===== src/rtl/dual_grant_scheduler_if.sv =====
// Bundle of request/release inputs and dual-slot grant outputs for dual_grant_scheduler.
// The master side drives requests; the slave side is the scheduler.
interface dual_grant_scheduler_if #(
  parameter int N    = 12,
  parameter int IDXW = 4
);
  logic [N-1:0]    req;
  logic [N-1:0]    done;
  logic [N-1:0]    gnt;
  logic            g0_valid;
  logic [IDXW-1:0] g0_idx;
  logic            g1_valid;
  logic [IDXW-1:0] g1_idx;
  logic [1:0]      tmo;

  modport master (
    output req, done,
    input  gnt, g0_valid, g0_idx, g1_valid, g1_idx, tmo
  );

  modport slave (
    input  req, done,
    output gnt, g0_valid, g0_idx, g1_valid, g1_idx, tmo
  );
endinterface


===== src/rtl/dual_grant_scheduler.sv =====
// Two-slot grant scheduler: picks the next one or two pending requesters in rotating or fixed
// priority order and holds each grant until the owner releases it or the busy timeout expires.
module dual_grant_scheduler #(
  parameter int N    = 12,
  parameter int IDXW = 4,
  parameter int TMO  = 15,
  parameter int RR   = 1
) (
  input  logic clk,
  input  logic reset,
  dual_grant_scheduler_if.slave bus
);

  localparam int CW = $clog2(TMO + 1);

  if (IDXW < $clog2(N)) begin : gIdxwCheck
    $error("dual_grant_scheduler: IDXW too small for N");
  end
  if (TMO < 2) begin : gTmoCheck
    $error("dual_grant_scheduler: TMO must be at least 2");
  end

  typedef enum logic {
    IDLE = 1'b0,
    BUSY = 1'b1
  } slotState_e;

  slotState_e             state_q [2];
  slotState_e             state_d [2];
  logic [1:0][CW-1:0]     cnt_q, cnt_d;
  logic [1:0][IDXW-1:0]   idx_q, idx_d;
  logic [1:0]             tmo_q, tmo_d;
  logic [N-1:0]           gnt_q, gnt_d;
  logic [IDXW-1:0]        ptr_q, ptr_d;

  logic [N-1:0]           cand;
  logic                   firstFound, secondFound;
  logic [IDXW-1:0]        firstIdx, secondIdx;
  logic [IDXW-1:0]        scanIdx;
  int                     pos;
  logic [1:0]             grant;
  logic [1:0][IDXW-1:0]   grantIdx;
  logic [IDXW-1:0]        lowIdx;

  // Walk the priority order ptr, ptr-1, ... (wrapping) and pick the first two pending requesters.
  always_comb begin
    cand        = bus.req & ~gnt_q;
    firstFound  = 1'b0;
    secondFound = 1'b0;
    firstIdx    = '0;
    secondIdx   = '0;
    pos         = 0;
    scanIdx     = '0;
    for (int k = 0; k < N; k++) begin
      pos = int'(ptr_q) - k;
      if (pos < 0) pos = pos + N;
      scanIdx = IDXW'(pos);
      if (cand[scanIdx]) begin
        if (!firstFound) begin
          firstFound = 1'b1;
          firstIdx   = scanIdx;
        end else if (!secondFound) begin
          secondFound = 1'b1;
          secondIdx   = scanIdx;
        end
      end
    end
  end

  always_ff @(posedge clk) begin
    if (reset) begin
      for (int s = 0; s < 2; s++) state_q[s] <= IDLE;
      cnt_q <= '0;
      idx_q <= '0;
      tmo_q <= '0;
      gnt_q <= '0;
      ptr_q <= IDXW'(N - 1);
    end else begin
      for (int s = 0; s < 2; s++) state_q[s] <= state_d[s];
      cnt_q <= cnt_d;
      idx_q <= idx_d;
      tmo_q <= tmo_d;
      gnt_q <= gnt_d;
      ptr_q <= ptr_d;
    end
  end

  // Only slots idle before the edge take new work; slot 1 gets the runner-up when both are free.
  always_comb begin
    grant[0]    = (state_q[0] == IDLE) && firstFound;
    grantIdx[0] = firstIdx;
    grant[1]    = (state_q[1] == IDLE) &&
                  ((state_q[0] == IDLE) ? secondFound : firstFound);
    grantIdx[1] = (state_q[0] == IDLE) ? secondIdx : firstIdx;

    for (int s = 0; s < 2; s++) begin
      state_d[s] = state_q[s];
      cnt_d[s]   = cnt_q[s];
      idx_d[s]   = idx_q[s];
      tmo_d[s]   = 1'b0;
      case (state_q[s])
        IDLE: begin
          if (grant[s]) begin
            state_d[s] = BUSY;
            cnt_d[s]   = '0;
            idx_d[s]   = grantIdx[s];
          end
        end
        BUSY: begin
          if (bus.done[idx_q[s]]) begin
            state_d[s] = IDLE;
          end else if (cnt_q[s] == CW'(TMO - 1)) begin
            state_d[s] = IDLE;
            tmo_d[s]   = 1'b1;
          end else begin
            cnt_d[s] = cnt_q[s] + CW'(1);
          end
        end
        default: state_d[s] = IDLE;
      endcase
    end

    // The lowest-priority index granted this edge becomes the new top priority minus one.
    lowIdx = grant[1] ? grantIdx[1] : grantIdx[0];
    ptr_d  = ptr_q;
    if (RR == 0) begin
      ptr_d = IDXW'(N - 1);
    end else if (grant != 2'b00) begin
      ptr_d = (lowIdx == '0) ? IDXW'(N - 1) : (lowIdx - IDXW'(1));
    end

    gnt_d = '0;
    for (int i = 0; i < N; i++) begin
      gnt_d[i] = ((state_d[0] == BUSY) && (idx_d[0] == IDXW'(i))) ||
                 ((state_d[1] == BUSY) && (idx_d[1] == IDXW'(i)));
    end
  end

  always_comb begin
    bus.gnt      = gnt_q;
    bus.g0_valid = (state_q[0] == BUSY);
    bus.g0_idx   = idx_q[0];
    bus.g1_valid = (state_q[1] == BUSY);
    bus.g1_idx   = idx_q[1];
    bus.tmo      = tmo_q;
  end

endmodule


===== src/flat_wrapper.sv =====
// flat-port wrapper written by rule: the top's interface ports become plain ports
module dual_grant_scheduler_flat 
#(
  parameter int N    = 12,
  parameter int IDXW = 4,
  parameter int TMO  = 15,
  parameter int RR   = 1
)
  (clk, reset, bus_req, bus_done, bus_gnt, bus_g0_valid, bus_g0_idx, bus_g1_valid, bus_g1_idx, bus_tmo);
  dual_grant_scheduler_if #(.N(N), .IDXW(IDXW)) bus_i ();
  input  logic clk;
  input  logic reset;
  input wire logic [$bits(bus_i.req)-1:0] bus_req;
  input wire logic [$bits(bus_i.done)-1:0] bus_done;
  output wire logic [$bits(bus_i.gnt)-1:0] bus_gnt;
  output wire logic [$bits(bus_i.g0_valid)-1:0] bus_g0_valid;
  output wire logic [$bits(bus_i.g0_idx)-1:0] bus_g0_idx;
  output wire logic [$bits(bus_i.g1_valid)-1:0] bus_g1_valid;
  output wire logic [$bits(bus_i.g1_idx)-1:0] bus_g1_idx;
  output wire logic [$bits(bus_i.tmo)-1:0] bus_tmo;
  assign bus_i.req = bus_req;
  assign bus_i.done = bus_done;
  assign bus_gnt = bus_i.gnt;
  assign bus_g0_valid = bus_i.g0_valid;
  assign bus_g0_idx = bus_i.g0_idx;
  assign bus_g1_valid = bus_i.g1_valid;
  assign bus_g1_idx = bus_i.g1_idx;
  assign bus_tmo = bus_i.tmo;
  dual_grant_scheduler #(.N(N), .IDXW(IDXW), .TMO(TMO), .RR(RR)) u_core (.clk(clk), .reset(reset), .bus(bus_i));
endmodule

===== config.mk =====
export PLATFORM = sky130hd
export DESIGN_NAME = dual_grant_scheduler_flat
export DESIGN_NICKNAME = d
export VERILOG_FILES = /design/src/rtl/dual_grant_scheduler_if.sv /design/src/rtl/dual_grant_scheduler.sv /design/src/flat_wrapper.sv
export SDC_FILE = /design/constraint.sdc
export NUM_CORES = 1
export LEC_CHECK = 0
export ABC_AREA = 1
export BUFFER_PORTS_ARGS = -buffer_cell sky130_fd_sc_hd__buf_4
export CORE_ASPECT_RATIO = 1.5
export CORE_UTILIZATION = 55
export CTS_BUF_LIST = sky130_fd_sc_hd__clkbuf_4
export CTS_CLUSTER_DIAMETER = 50
export DETAILED_ROUTE_END_ITERATION = 10
export PLACE_DENSITY = 0.87
export SYNTH_ARGS = -nofsm -noshare
export SYNTH_HDL_FRONTEND = slang
export SYNTH_SLANG_ARGS = --single-unit

===== constraint.sdc =====
create_clock -name clk -period 5.1 [get_ports clk]
set_clock_uncertainty 0.05 [all_clocks]
set_input_delay 0.51 -clock clk [delete_from_list [all_inputs] [get_ports clk]]
set_output_delay 0.51 -clock clk [all_outputs]
set_load 0.01 [all_outputs]

==> results of run 1 <==
## sequential cells by signal (all words and copies together) (netlist names)
name and count:
u_core.bus.g0_idx 4, u_core.bus.g1_idx 4, u_core.bus.gnt 12, u_core.bus.tmo 2, u_core.state_q 2, u_core.ptr_q 4, u_core.cnt_q 8
## tightest hold or removal path, stage by stage, from the launching register on
cell,delay (ps)
dfxtp_1,350
nand2_1,70
a21oi_1,50
## how the worst min path moves through the flow
stage                    start                end  slack [ps]  cells after the start
6_report       u_core.cnt_q[1]    u_core.cnt_q[1]         460                      2
5_1_grt                  reset  u_core.bus.gnt[3]         480                      2
4_1_cts        u_core.cnt_q[1]    u_core.cnt_q[1]         460                      2
3_5_place_dp   u_core.cnt_q[1]    u_core.cnt_q[1]         450                      2
3_3_place_gp   u_core.cnt_q[1]    u_core.cnt_q[1]         440                      2
2_1_floorplan  u_core.cnt_q[6]  u_core.bus.tmo[1]         410                      2
## cells in the mapped netlist (2+ instances only)
cell type,number,area share
inv_4,2,0.0026
o22ai_1,3,0.0039
dfxtp_1,36,0.15
nor2_1,47,0.037
nand2_2,35,0.046
inv_2,15,0.012
a21oi_2,10,0.018
nand3_2,4,0.0084
and3_1,3,0.0039
a221oi_1,2,0.0037
xnor2_1,3,0.0055
o21ai_2,3,0.0055
o211ai_1,11,0.017
o21ai_1,5,0.0053
clkinv_1,4,0.0032
nor2_2,9,0.012
ha_1,20,0.053
inv_1,84,0.066
xor2_1,9,0.017
buf_2,2,0.0021
nand3_1,112,0.12
o221ai_1,3,0.0055
clkbuf_1,3,0.0024
a211oi_1,2,0.0032
buf_6,2,0.0047
nor2_4,4,0.0095
buf_12,2,0.0084
buf_4,5,0.0079
nor3_1,6,0.0063
o21ai_0,45,0.047
or2_2,5,0.0066
a21oi_1,37,0.039
nand4_1,14,0.018
nand2_4,11,0.026
nand2_1,239,0.19
## repair_timing
item | 4_1_cts | 5_1_grt
gates resized for setup | 0 | 6
hold buffers | 0 | 0
hold endpoints to repair | 0 | 0
setup endpoints to repair | 0 | 3
## routing by layer
metal,global-route usage,up-vias,wire (um)
met5,0,-,0
met2,0.613,170,7180
met1,0.317,2375,5300
met3,0.0268,70,485
li1,-,2748,-
met4,0.207,0,793
## metrics by stage
stage          setup slack [ps]  cells
2_1_floorplan               829    811
3_3_place_gp                484    960
3_5_place_dp                437    960
4_1_cts                     409    967
5_1_grt                    27.4    967
6_report                    505    967
## cell families after synthesis
| kind of cell | synth area share |
|---|---|
| buf+inv | 0.119 |
| xor+xnor | 0.0290 |
| fa+ha+maj | 0.0527 |
| simple gates | 0.487 |
| flops | 0.152 |
| compound gates | 0.161 |
## layout make-up
cell class	count	area, um^2	area share
timing repair buffer	59	443	0.0844
clock inverter	2	7.51	0.00143
clock buffer	5	37.5	0.00715
inverter	106	404	0.0770
sequential	36	721	0.137
tap	107	134	0.0255
multi-input combinational	652	3500	0.667
==> results.md, run 1 <==
- Sink Count: 36
- Capturing point of the worst reg2reg path: u_core.ptr_q[3]
- Nature of the critical path endpoint: flip-flop
- Cell at the slowest stage of the critical path: ha_2
- Combined area of all synthesized cells: 4750 um^2
- Final worst hold slack: 463 ps
- Share of cells above drive strength 1: 0.201
- RSZ-0062 raised after global routing: false
- FP Rows: 41
- Final hold violations: 0
- Synth Net Count: 857
- Synth Warn #: 0
- Worst R2R Path Depth: 39
- Number of instances in the synthesized netlist: just over 800
- Max Transition Viols Final: 0
- DPL Wire Length: 11200 um
- Slack of the worst reg-to-reg path: just over 500 ps
- Top library cells by usage in the layout, fill and taps aside: 238 x nand2_1, 112 x nand3_1, 84 x inv_1, 59 x buf_4, 47 x nor2_1
- Final weighted congestion of routability-driven global placement: just under 1
- Vias in the first global route: 5093
- Endpoint of the most critical setup path: u_core.ptr_q[3]
- Reg-to-Reg Start: u_core.ptr_q[1]
- Leading cell type in the layout, fill and taps excluded: nand2_1
- Crit-path max FO: 11
- Required arrival time at the worst endpoint: 5310 ps
- Routed wirelength normalized by instance count: 14.2 um
- Initial antenna violation count: 0
- Share of synthesized registers carrying an async set or reset: 0
- Number of enable flip-flop cells after synthesis: 0
- Crit path kind: flip-flop to flip-flop
- Number of placed I/O pins: 50
- Slowest stage delay, CP: 400 ps
- Worst slew margin: 0.508
- CP top delay family: simple AND/OR/NAND/NOR gates
- Starting density of the core: 0.565
- Wirelength, routed: 13800 um
- Worst setup startpoint: u_core.ptr_q[1]
- Leading register cell type out of synthesis: dfxtp_1
- Worst EP arrival: 4800 ps
- Buffer count from post-CTS setup fixing: 0
- Detailed Routing Iterations Pass 1: 5
- Die Span Y: 116 um
- Clock-pin slew on the worst setup and hold paths: 110 ps
- Skew-Pair Late Insertion Delay: 350 ps
- Accumulated negative setup slack: 0 ps
- Kind of launch point of the worst setup path: flip-flop
- Number of DRC violations after detailed-routing iteration 0: 428
- Area enclosed by the die boundary: about 9000 um^2
- Transition time of the tightest slew-check pin: 731 ps
- Setup-violating endpoint count in the final report: 0
- Synth Register Bits: 36
- Total Routing Usage GR: 0.315
- Bufs on Longest Clock Path: 2
- Number of routed nets with antenna violations: 0
- Final Instance Area: 5250 um^2
- Overflow left after global routing: 0
- First-pass GRT wire length: around 22000 um
- Antenna fix cells: 0
- Top cell by count, worst path: nand2_2
- Levels on crit path: 39
- Clock period minus worst slack: around 4600 ps
- Outcome: complete, no violations
- Area growth from synthesis to final layout: 10.4%
- Clk Tree Root Cell: clkbuf_4
- Synthesized area per cell: roughly 6 um^2
- Instance area at placement: 5170 um^2
- Synth cell types: 49
- TritonCTS Buffers: 5
- Horizontal extent of the die: 77.9 um
- Max-Cap Viols: 0
- Via density per instance: 5.55
- Largest net degree at the start of global routing: 27
- Buffers & Inverters on Critical Path: 6
- Drt drc: 0
- Sequential-to-total area share from yosys stat: 0.152
- Input/output buffers: around 50
- Class of the tightest hold or removal check: flip-flop to flip-flop
- Post-route fraction of the period consumed by the critical path: 0.901
- Via count: ~5400
- Number of fillers in the final layout: 835
- Number of nets in the final layout: approximately 910
- Core region area: 8410 um^2
- TritonCTS clock tree: built
- Utilization after layout: 0.624
- # H-tree levels: 2
- Highest Clock Rate: 0.218 GHz
Power of run 1 is left out: the tool's default activity adds up to more than one toggle a clock period on the data nets, which glitch-free logic cannot reach.
==> run 2, diff against run 1 <==
RECOVER_POWER = 50   (was default)
==> run 2 against run 1 <==
Worst hold slack got worse by 1.0 ps. Die area did not move. Clock-buffer cell count did not move. Setup slack improved by 13 ps. Final cell count did not move. Flip-flop and latch count did not move. Design area fell by 1.7%. Maximum frequency rose by 0.28%. Wire length fell by 0.36%. Global-route usage did not move. Critical endpoint unchanged. Highest routed layer unchanged.
==> results.md, run 2 (synthesized netlist as in run 1, its figures left out) <==
- Outcome: complete, no violations
- TritonCTS clock tree: built
- Worst R2R Path Depth: 39
- Via count: 5359
- Leading cell type in the layout, fill and taps excluded: nand2_1
- Flip-flop count of the largest register after layout: 12
- Slowest stage delay, CP: 400 ps
- Max Transition Viols Final: 0
- Capturing point of the worst reg2reg path: u_core.ptr_q[3]
- Core region area: 8410 um^2
- Post-route fraction of the period consumed by the critical path: 0.899
- Overflow left after global routing: 0
- Area growth from synthesis to final layout: 8.50%
- Starting density of the core: 0.565
- Share of cells above drive strength 1: 0.173
- Reg-to-Reg Start: u_core.ptr_q[1]
- Hold buffer count at CTS: 0
- Largest net degree at the start of global routing: 27
- Clk Tree Root Cell: clkbuf_4
- Horizontal extent of the die: 77.9 um
- Highest Clock Rate: 0.218 GHz
- Number of routed nets with antenna violations: 0
- Input/output buffers: 49
- Buffers & Inverters on Critical Path: 6
- Routed wirelength normalized by instance count: 14.2 um
- Skew-Pair Late Insertion Delay: about 350 ps
- Hold path startpoint: u_core.cnt_q[3]
- Accumulated negative setup slack: 0 ps
- DPL Wire Length: about 11000 um
- Number of placed I/O pins: 50
- Utilization after layout: 0.613
- Bufs on Longest Clock Path: 2
- Wirelength, routed: 13700 um
- Class of the tightest hold or removal check: flip-flop to flip-flop
- Via density per instance: 5.54
- Nature of the critical path endpoint: flip-flop
- Top cell by count, worst path: nand2_2
- # H-tree levels: 2
- End point of the worst hold path: u_core.bus.tmo[0]
- Vias in the first global route: 5093
- CP top delay family: simple AND/OR/NAND/NOR gates
- Post-CTS resize count: 0
- Clock period minus worst slack: between 4000 and 5000 ps
- Cell count of the worst hold path: 2
- Sink Count: 36
- Kind of launch point of the worst setup path: flip-flop
- Cell at the slowest stage of the critical path: ha_2
- RSZ-0062 raised after global routing: false
- Levels on crit path: 39
- TritonCTS Buffers: 5
- Antenna fix cells: 0
- Drt drc: 0
- Slack of the worst reg-to-reg path: around 520 ps
- Crit path kind: flip-flop to flip-flop
- Number of DRC violations after detailed-routing iteration 0: between 400 and 500
- Worst slew margin: 0.506
- Area enclosed by the die boundary: 9020 um^2
- Crit-path max FO: 11
- Required arrival time at the worst endpoint: 5310 ps
- FP Rows: 41
- Number of nets in the final layout: roughly 910
- Buffer count from post-CTS setup fixing: 0
- Final hold violations: 0
- Setup-violating endpoint count in the final report: 0
- First-pass GRT wire length: 22400 um
- Final weighted congestion of routability-driven global placement: slightly below 1
- Transition time of the tightest slew-check pin: 733 ps
- Max-Cap Viols: 0
- Initial antenna violation count: 0
- Clock-pin slew on the worst setup and hold paths: 100 ps
- Detailed Routing Iterations Pass 1: 5
- Worst EP arrival: roughly 4800 ps
- Top library cells by usage in the layout, fill and taps aside: 238 x nand2_1, 112 x nand3_1, 84 x inv_1, 47 x nor2_1, 46 x o21ai_0
- Die Span Y: 116 um
- Total Routing Usage GR: 0.315
-- run 2: changes by cell type in the layout (fill, tap and decap cells not counted), sizes merged --
cell	before	now
buf	59	35
clkbuf	5	29
-- run 2: worst max path at each step --
| stage | from | end | slack [ps] |
|---|---|---|---|
| after global routing | u_core.ptr_q[1] | u_core.ptr_q[3] | 30 |
| final | u_core.ptr_q[1] | u_core.ptr_q[3] | 520 |
| after floorplan | u_core.ptr_q[1] | u_core.ptr_q[3] | 830 |
| after CTS | u_core.ptr_q[1] | u_core.ptr_q[3] | 410 |
| after detailed placement | u_core.ptr_q[1] | u_core.ptr_q[3] | 440 |
| after global placement | u_core.ptr_q[1] | u_core.ptr_q[3] | 480 |
-- run 2: per-stage QoR --
stage	setup WS, ps	hold slack [ps]	area [um^2]	cells
final	518	462	5160	967
after global routing	27.4	482	5160	967
after global placement	484	440	5170	960
after floorplan	829	412	4750	811
after CTS	409	459	5210	967
after detailed placement	437	446	5170	960
-- run 2: layout make-up --
cell class              count  area [um^2]
multi-input cells         652         3500
fillers                   856         3260
flip-flops and latches     36          721
inverters                 106          404
repair buffers             59          353
well taps                 107          134
clock buffers               5         37.5
clock inverters             2         7.51
-- run 2: worst reg2reg max path, delay by kind of cell, from the launching register on --
kind / cells / cell delay (ps)
flip-flops: 1 / 350
buffers and inverters: 6 / 600
AND/OR/NAND/NOR: 31 / 2910
adder cells (fa/ha/maj): 2 / 600
-- run 2: per-layer routing --
metal	wire, um	vias to the layer above	GRT usage
met5	0	-	0
met4	827	0	0.207
met3	588	68	0.0268
met2	7170	177	0.613
met1	5110	2370	0.317
li1	-	2744	-
Power of run 2 is left out for the same reason.
